<file path="config.mk">
export PLATFORM = sky130hd
export DESIGN_NAME = fetch_stage
export DESIGN_NICKNAME = d
export VERILOG_FILES = /design/src/rtl/fetch_stage.sv
export SDC_FILE = /design/constraint.sdc
export NUM_CORES = 1
export LEC_CHECK = 0
export ABC_AREA = 1
export CORE_MARGIN = 2
export CORE_UTILIZATION = 40
export DETAILED_ROUTE_END_ITERATION = 16
export PLACE_DENSITY_LB_ADDON = 0.12
export SLEW_MARGIN = 0
export SYNTH_ARGS = -nofsm -noshare
export SYNTH_HDL_FRONTEND = slang
export SYNTH_SLANG_ARGS = --single-unit
</file>
<file path="constraint.sdc">
create_clock -name clk_i -period 3.2 [get_ports clk_i]
set_clock_uncertainty 0.15 [all_clocks]
set_input_delay 0.96 -clock clk_i [delete_from_list [all_inputs] [get_ports clk_i]]
set_output_delay 0.96 -clock clk_i [all_outputs]
set_load 0.05 [all_outputs]
</file>
<file path="src/rtl/fetch_stage.sv">
// Instruction-fetch stage: PC register, instruction-memory handshake and IF/ID register.
// Tolerates multi-cycle memory; a redirect during an outstanding fetch orphans it (KILL).
module fetch_stage #(
    parameter logic [31:0] RESET_PC  = 32'h0000_0000,
    parameter logic [31:0] NOP_INSTR = 32'h0000_0013
) (
    input  logic        clk_i,
    input  logic        rst_ni,
    input  logic        StallF_i,
    input  logic        StallD_i,
    input  logic        FlushD_i,
    input  logic        PCSrcE_i,
    input  logic [31:0] PCTargetE_i,
    output logic        ImemReq_o,
    output logic [31:0] ImemAddr_o,
    input  logic        ImemReady_i,
    input  logic [31:0] ImemRdata_i,
    output logic [31:0] InstrD_o,
    output logic [31:0] PCD_o,
    output logic [31:0] PCPlus4D_o,
    output logic        ValidD_o
);

    typedef enum logic [1:0] {BOOT, FETCH, KILL} state_t;

    state_t      r_state, w_stateNext;
    logic [31:0] r_pcF, w_pcFNext;
    logic [31:0] r_reqAddr, w_reqAddrNext;
    logic        r_pending, w_pendingNext;
    logic        r_holdValid, w_holdValidNext;
    logic [31:0] r_holdInstr, w_holdInstrNext;
    logic [31:0] r_holdPC, w_holdPCNext;
    logic [31:0] r_instrD, w_instrDNext;
    logic [31:0] r_pcD, w_pcDNext;
    logic [31:0] r_pcPlus4D, w_pcPlus4DNext;
    logic        r_validD, w_validDNext;

    logic        w_req;
    logic        w_acc;
    logic [31:0] w_addr;
    logic [31:0] w_addrPlus4;
    logic [31:0] w_holdPCPlus4;

    // An outstanding request (pending or orphaned) keeps its address until accepted.
    assign w_req         = (r_state == KILL) || r_pending ||
                           ((r_state == FETCH) && !r_holdValid && !StallF_i);
    assign w_addr        = (r_pending || (r_state == KILL)) ? r_reqAddr : r_pcF;
    assign w_acc         = w_req && ImemReady_i;
    assign w_addrPlus4   = w_addr + 32'd4;
    assign w_holdPCPlus4 = r_holdPC + 32'd4;

    assign ImemReq_o  = w_req;
    assign ImemAddr_o = w_addr;
    assign InstrD_o   = r_instrD;
    assign PCD_o      = r_pcD;
    assign PCPlus4D_o = r_pcPlus4D;
    assign ValidD_o   = r_validD;

    always_ff @(posedge clk_i or negedge rst_ni) begin
        if (!rst_ni) begin
            r_state     <= BOOT;
            r_pcF       <= RESET_PC;
            r_reqAddr   <= RESET_PC;
            r_pending   <= 1'b0;
            r_holdValid <= 1'b0;
            r_holdInstr <= NOP_INSTR;
            r_holdPC    <= 32'd0;
            r_instrD    <= NOP_INSTR;
            r_pcD       <= 32'd0;
            r_pcPlus4D  <= 32'd0;
            r_validD    <= 1'b0;
        end else begin
            r_state     <= w_stateNext;
            r_pcF       <= w_pcFNext;
            r_reqAddr   <= w_reqAddrNext;
            r_pending   <= w_pendingNext;
            r_holdValid <= w_holdValidNext;
            r_holdInstr <= w_holdInstrNext;
            r_holdPC    <= w_holdPCNext;
            r_instrD    <= w_instrDNext;
            r_pcD       <= w_pcDNext;
            r_pcPlus4D  <= w_pcPlus4DNext;
            r_validD    <= w_validDNext;
        end
    end

    always_comb begin
        w_stateNext     = r_state;
        w_pcFNext       = r_pcF;
        w_reqAddrNext   = w_req ? w_addr : r_reqAddr;
        w_pendingNext   = w_req && !ImemReady_i;
        w_holdValidNext = r_holdValid;
        w_holdInstrNext = r_holdInstr;
        w_holdPCNext    = r_holdPC;
        w_instrDNext    = r_instrD;
        w_pcDNext       = r_pcD;
        w_pcPlus4DNext  = r_pcPlus4D;
        w_validDNext    = r_validD;

        if (PCSrcE_i) begin
            // Redirect discards accepted data and any held instruction.
            w_pcFNext       = PCTargetE_i;
            w_holdValidNext = 1'b0;
            w_stateNext     = (w_req && !ImemReady_i) ? KILL : FETCH;
            if (FlushD_i || !StallD_i) begin
                w_instrDNext   = NOP_INSTR;
                w_pcDNext      = 32'd0;
                w_pcPlus4DNext = 32'd0;
                w_validDNext   = 1'b0;
            end
        end else if (r_state == KILL) begin
            if (w_acc) begin
                w_stateNext = FETCH;
            end
            if (FlushD_i || !StallD_i) begin
                w_instrDNext   = NOP_INSTR;
                w_pcDNext      = 32'd0;
                w_pcPlus4DNext = 32'd0;
                w_validDNext   = 1'b0;
            end
        end else begin
            w_stateNext = FETCH;
            if (r_holdValid && !StallD_i && !FlushD_i) begin
                w_instrDNext    = r_holdInstr;
                w_pcDNext       = r_holdPC;
                w_pcPlus4DNext  = w_holdPCPlus4;
                w_validDNext    = 1'b1;
                w_holdValidNext = 1'b0;
            end else if (w_acc) begin
                w_pcFNext = w_addrPlus4;
                if (StallD_i) begin
                    w_holdInstrNext = ImemRdata_i;
                    w_holdPCNext    = w_addr;
                    w_holdValidNext = 1'b1;
                    if (FlushD_i) begin
                        w_instrDNext   = NOP_INSTR;
                        w_pcDNext      = 32'd0;
                        w_pcPlus4DNext = 32'd0;
                        w_validDNext   = 1'b0;
                    end
                end else if (FlushD_i) begin
                    w_instrDNext   = NOP_INSTR;
                    w_pcDNext      = 32'd0;
                    w_pcPlus4DNext = 32'd0;
                    w_validDNext   = 1'b0;
                end else begin
                    w_instrDNext   = ImemRdata_i;
                    w_pcDNext      = w_addr;
                    w_pcPlus4DNext = w_addrPlus4;
                    w_validDNext   = 1'b1;
                end
            end else if (FlushD_i || !StallD_i) begin
                w_instrDNext   = NOP_INSTR;
                w_pcDNext      = 32'd0;
                w_pcPlus4DNext = 32'd0;
                w_validDNext   = 1'b0;
            end
        end
    end

endmodule

</file>
==> reports/qor.txt <==
Crit Path Max Fanout: 24
Peak VDD IR: 0.472 mV
CTS Buf Count: 27
I/O pin total: 201
# placed instances: 2265
# DRC: 0
RR Startpoint: r_state[1]
Nets: 1966
Synth async-reset ratio: 1.00
crit share post-route: 0.990
core box area: 31300 um^2
status: finished, final reports clean
Worst EP required: 2.09 ns
Final Instance Count excl. Fillers: 2317
H-tree depth: 1
RSZ-0062 raised after global routing: true
Pwr Density: 616 nW/um^2
dominant cells by area after synthesis: dfrtp_1 44%, nand2_1 20%, o21ai_0 5.2%
Max Clk Rate: 316 MHz
Area Overhead vs Synth: 31.4%
CTS clock-pin slew for the worst setup and hold paths: 0.06 ns
worst-margin pin slew: 0.619 ns
Root Buffer Master: clkbuf_16
First-pass DRT Iterations: 5
Worst Setup Start Kind: flop
Hold Violations, Final: 0
Rows: 65
Sum Neg Setup Slack: 0 ns
capturing point of the worst reg2reg path: PCPlus4D_o[28]
Syn Area/Cell: 7.44 um^2
Setup violations, final: 0
Synth Net Count: 1772
synth unique cells: 49
Starting Density: 0.404
Tot GR Track Use: 0.274
CP Depth: 5
Post-synth EDFFs: 0
pin count of the biggest net entering global routing: 101
routability cong.: 0.960
crit path kind: reg -> out
CP Launch Point: r_state[1]
critical path, cell by cell: nand2_8 -> buf_4 -> nand3_1 -> nand2_1 -> buf_12
Max Cap Viol: 0
Slowest-stage cell, CP: dfrtp_1
reg2reg path depth: 15
CP endpoint: ImemAddr_o[26]
Pleak: 7.68 nW
synthesized flop and latch total: 229
vias per cell: 5.40
final wirelength: 44800 um
initial antenna violation count: 0
sequential area share after synthesis: 0.454
CTS tree: done
hpwl dp: 32400 um
Mapped Cells: 1699
max-slew violation count: 0
port bufs: 200
DIE HEIGHT: 182 um
Setup crit end kind: output port
buffer and inverter count on the worst path: 2
Clock Sinks: 229
Clock Latency Late Sink: 0.55 ns
Synth warnings: 0
Post-Syn Area: 12600 um^2
R2R Setup Slk: 0.27 ns
first-pass GRT wire length: 70600 um
DIE AREA: 33000 um^2
dominant synthesized flop cell: dfrtp_1
post-synth top area cell: dfrtp_1
DRT iter0 DRCs: 1004
Die W: 182 um
relative slew slack: 0.583
CP delay by family, top: simple AND/OR/NAND/NOR gates
Tmin final: 3.17 ns
vias in the first global route: 12.3k
fraction of layout instances using a drive strength above 1: 0.134
Worst Hold Class: in -> async
critical path's largest stage delay: 0.43 ns
CP arrival: 2.06 ns
Vias: 12.5k
wire per inst: 19.3 um
total grt overflow: 0
hold_buf cts: 0
Yosys top cell area share: 0.441
clk buf depth: 3
post-route ant nets: 0
Fin Hold WS: 0.263 ns
-- timing repair --
action	4_1_cts	5_1_grt
buffers inserted	1	0
setup endpoints to repair	9	8
resized for setup	6	5
-- cells by family after synthesis --
kind of cell | synth area share
and+or+nand+nor | 0.332
DFF | 0.454
adders and majority gates | 0.00198
buffers and inverters | 0.0685
AOI/OAI and AO/OA | 0.132
xor gates and xnor gates | 0.0117
-- sequential cells by signal (all words and copies together) (netlist names) --
name,count
r_pcF,32
r_holdPC,32
r_holdValid,1
r_state,2
PCPlus4D_o,32
ValidD_o,1
r_holdInstr,32
InstrD_o,32
r_pending,1
r_reqAddr,32
PCD_o,32
-- Yosys cell counts (10+ instances only) --
library cell / count
a21oi_1: 23
a22oi_1: 27
a31oi_1: 15
buf_1: 10
buf_2: 25
clkbuf_1: 50
dfrtp_1: 223
inv_1: 88
inv_2: 13
nand2_1: 665
nand2_2: 34
nand3_1: 120
nand4_1: 14
nor2_1: 77
nor2_2: 12
o2111ai_1: 26
o211ai_1: 11
o21ai_0: 131
o21ai_1: 14
o22ai_1: 13
xor2_1: 14
-- power breakdown --
group | total [W] | switching (W) | internal (W)
Combinational | 0.00306 | 0.00197 | 0.00109
Clock | 0.00330 | 0.00128 | 0.00202
Sequential | 0.00388 | 0.000468 | 0.00341
Total | 0.0102 | 0.00372 | 0.00652
-- metal layers --
metal | up-vias | share of wire | GRT usage
met5 | - | 0 | 0
li1 | 5955 | - | -
met2 | 435 | 0.46 | 0.445
met1 | 6012 | 0.44 | 0.373
met3 | 104 | 0.055 | 0.0337
met4 | 0 | 0.046 | 0.110
-- layout make-up --
class	instances	area [um^2]
inverters	107	407
fillers	3055	14700
flip-flops and latches	229	5740
well taps	402	503
multi-input cells	1267	6080
clock inverters	10	136
repair buffers	261	2920
clock buffers	40	825
diodes	1	2.50
-- cells in the final DEF (no fill, tap or decap), types with 7 or more instances in the layout --
cell type and n:
a21oi_1 23, a22o_1 7, a22oi_1 27, a31oi_1 15, buf_12 43, buf_4 50
clkbuf_16 27, clkbuf_8 10, clkdlybuf4s50_1 166, dfrtp_1 223, inv_1 87, inv_2 15
nand2_1 659, nand2_2 40, nand3_1 120, nand3_2 8, nand4_1 14, nor2_1 74
nor2_2 14, nor3_1 8, o2111ai_1 26, o211ai_1 11, o21ai_0 129, o21ai_1 14
o22ai_1 13, or2_2 9, xor2_1 14
-- stage by stage --
step | utilization | setup WS [ns] | cell area, um^2 | total power, W
after floorplan | - | 0.683 | 12600 | 0.00557
final | 0.531 | 0.0323 | 16600 | 0.0102
after detailed placement | 0.499 | 0.0189 | 15600 | 0.00696
after global routing | 0.531 | -0.0412 | 16600 | 0.0107
after global placement | 0.499 | 0.109 | 15600 | 0.00692
after CTS | 0.530 | 0.00391 | 16600 | 0.0103
-- worst min path at each step --
stage	to	cells after the start
after detailed placement	r_holdInstr[4]	2
after global routing	r_reqAddr[31]	1
after CTS	r_reqAddr[9]	1
after floorplan	r_holdInstr[30]	2
final	r_reqAddr[20]	1
after global placement	r_holdInstr[1]	2
No activity file was read; power rests on OpenSTA's default activity.
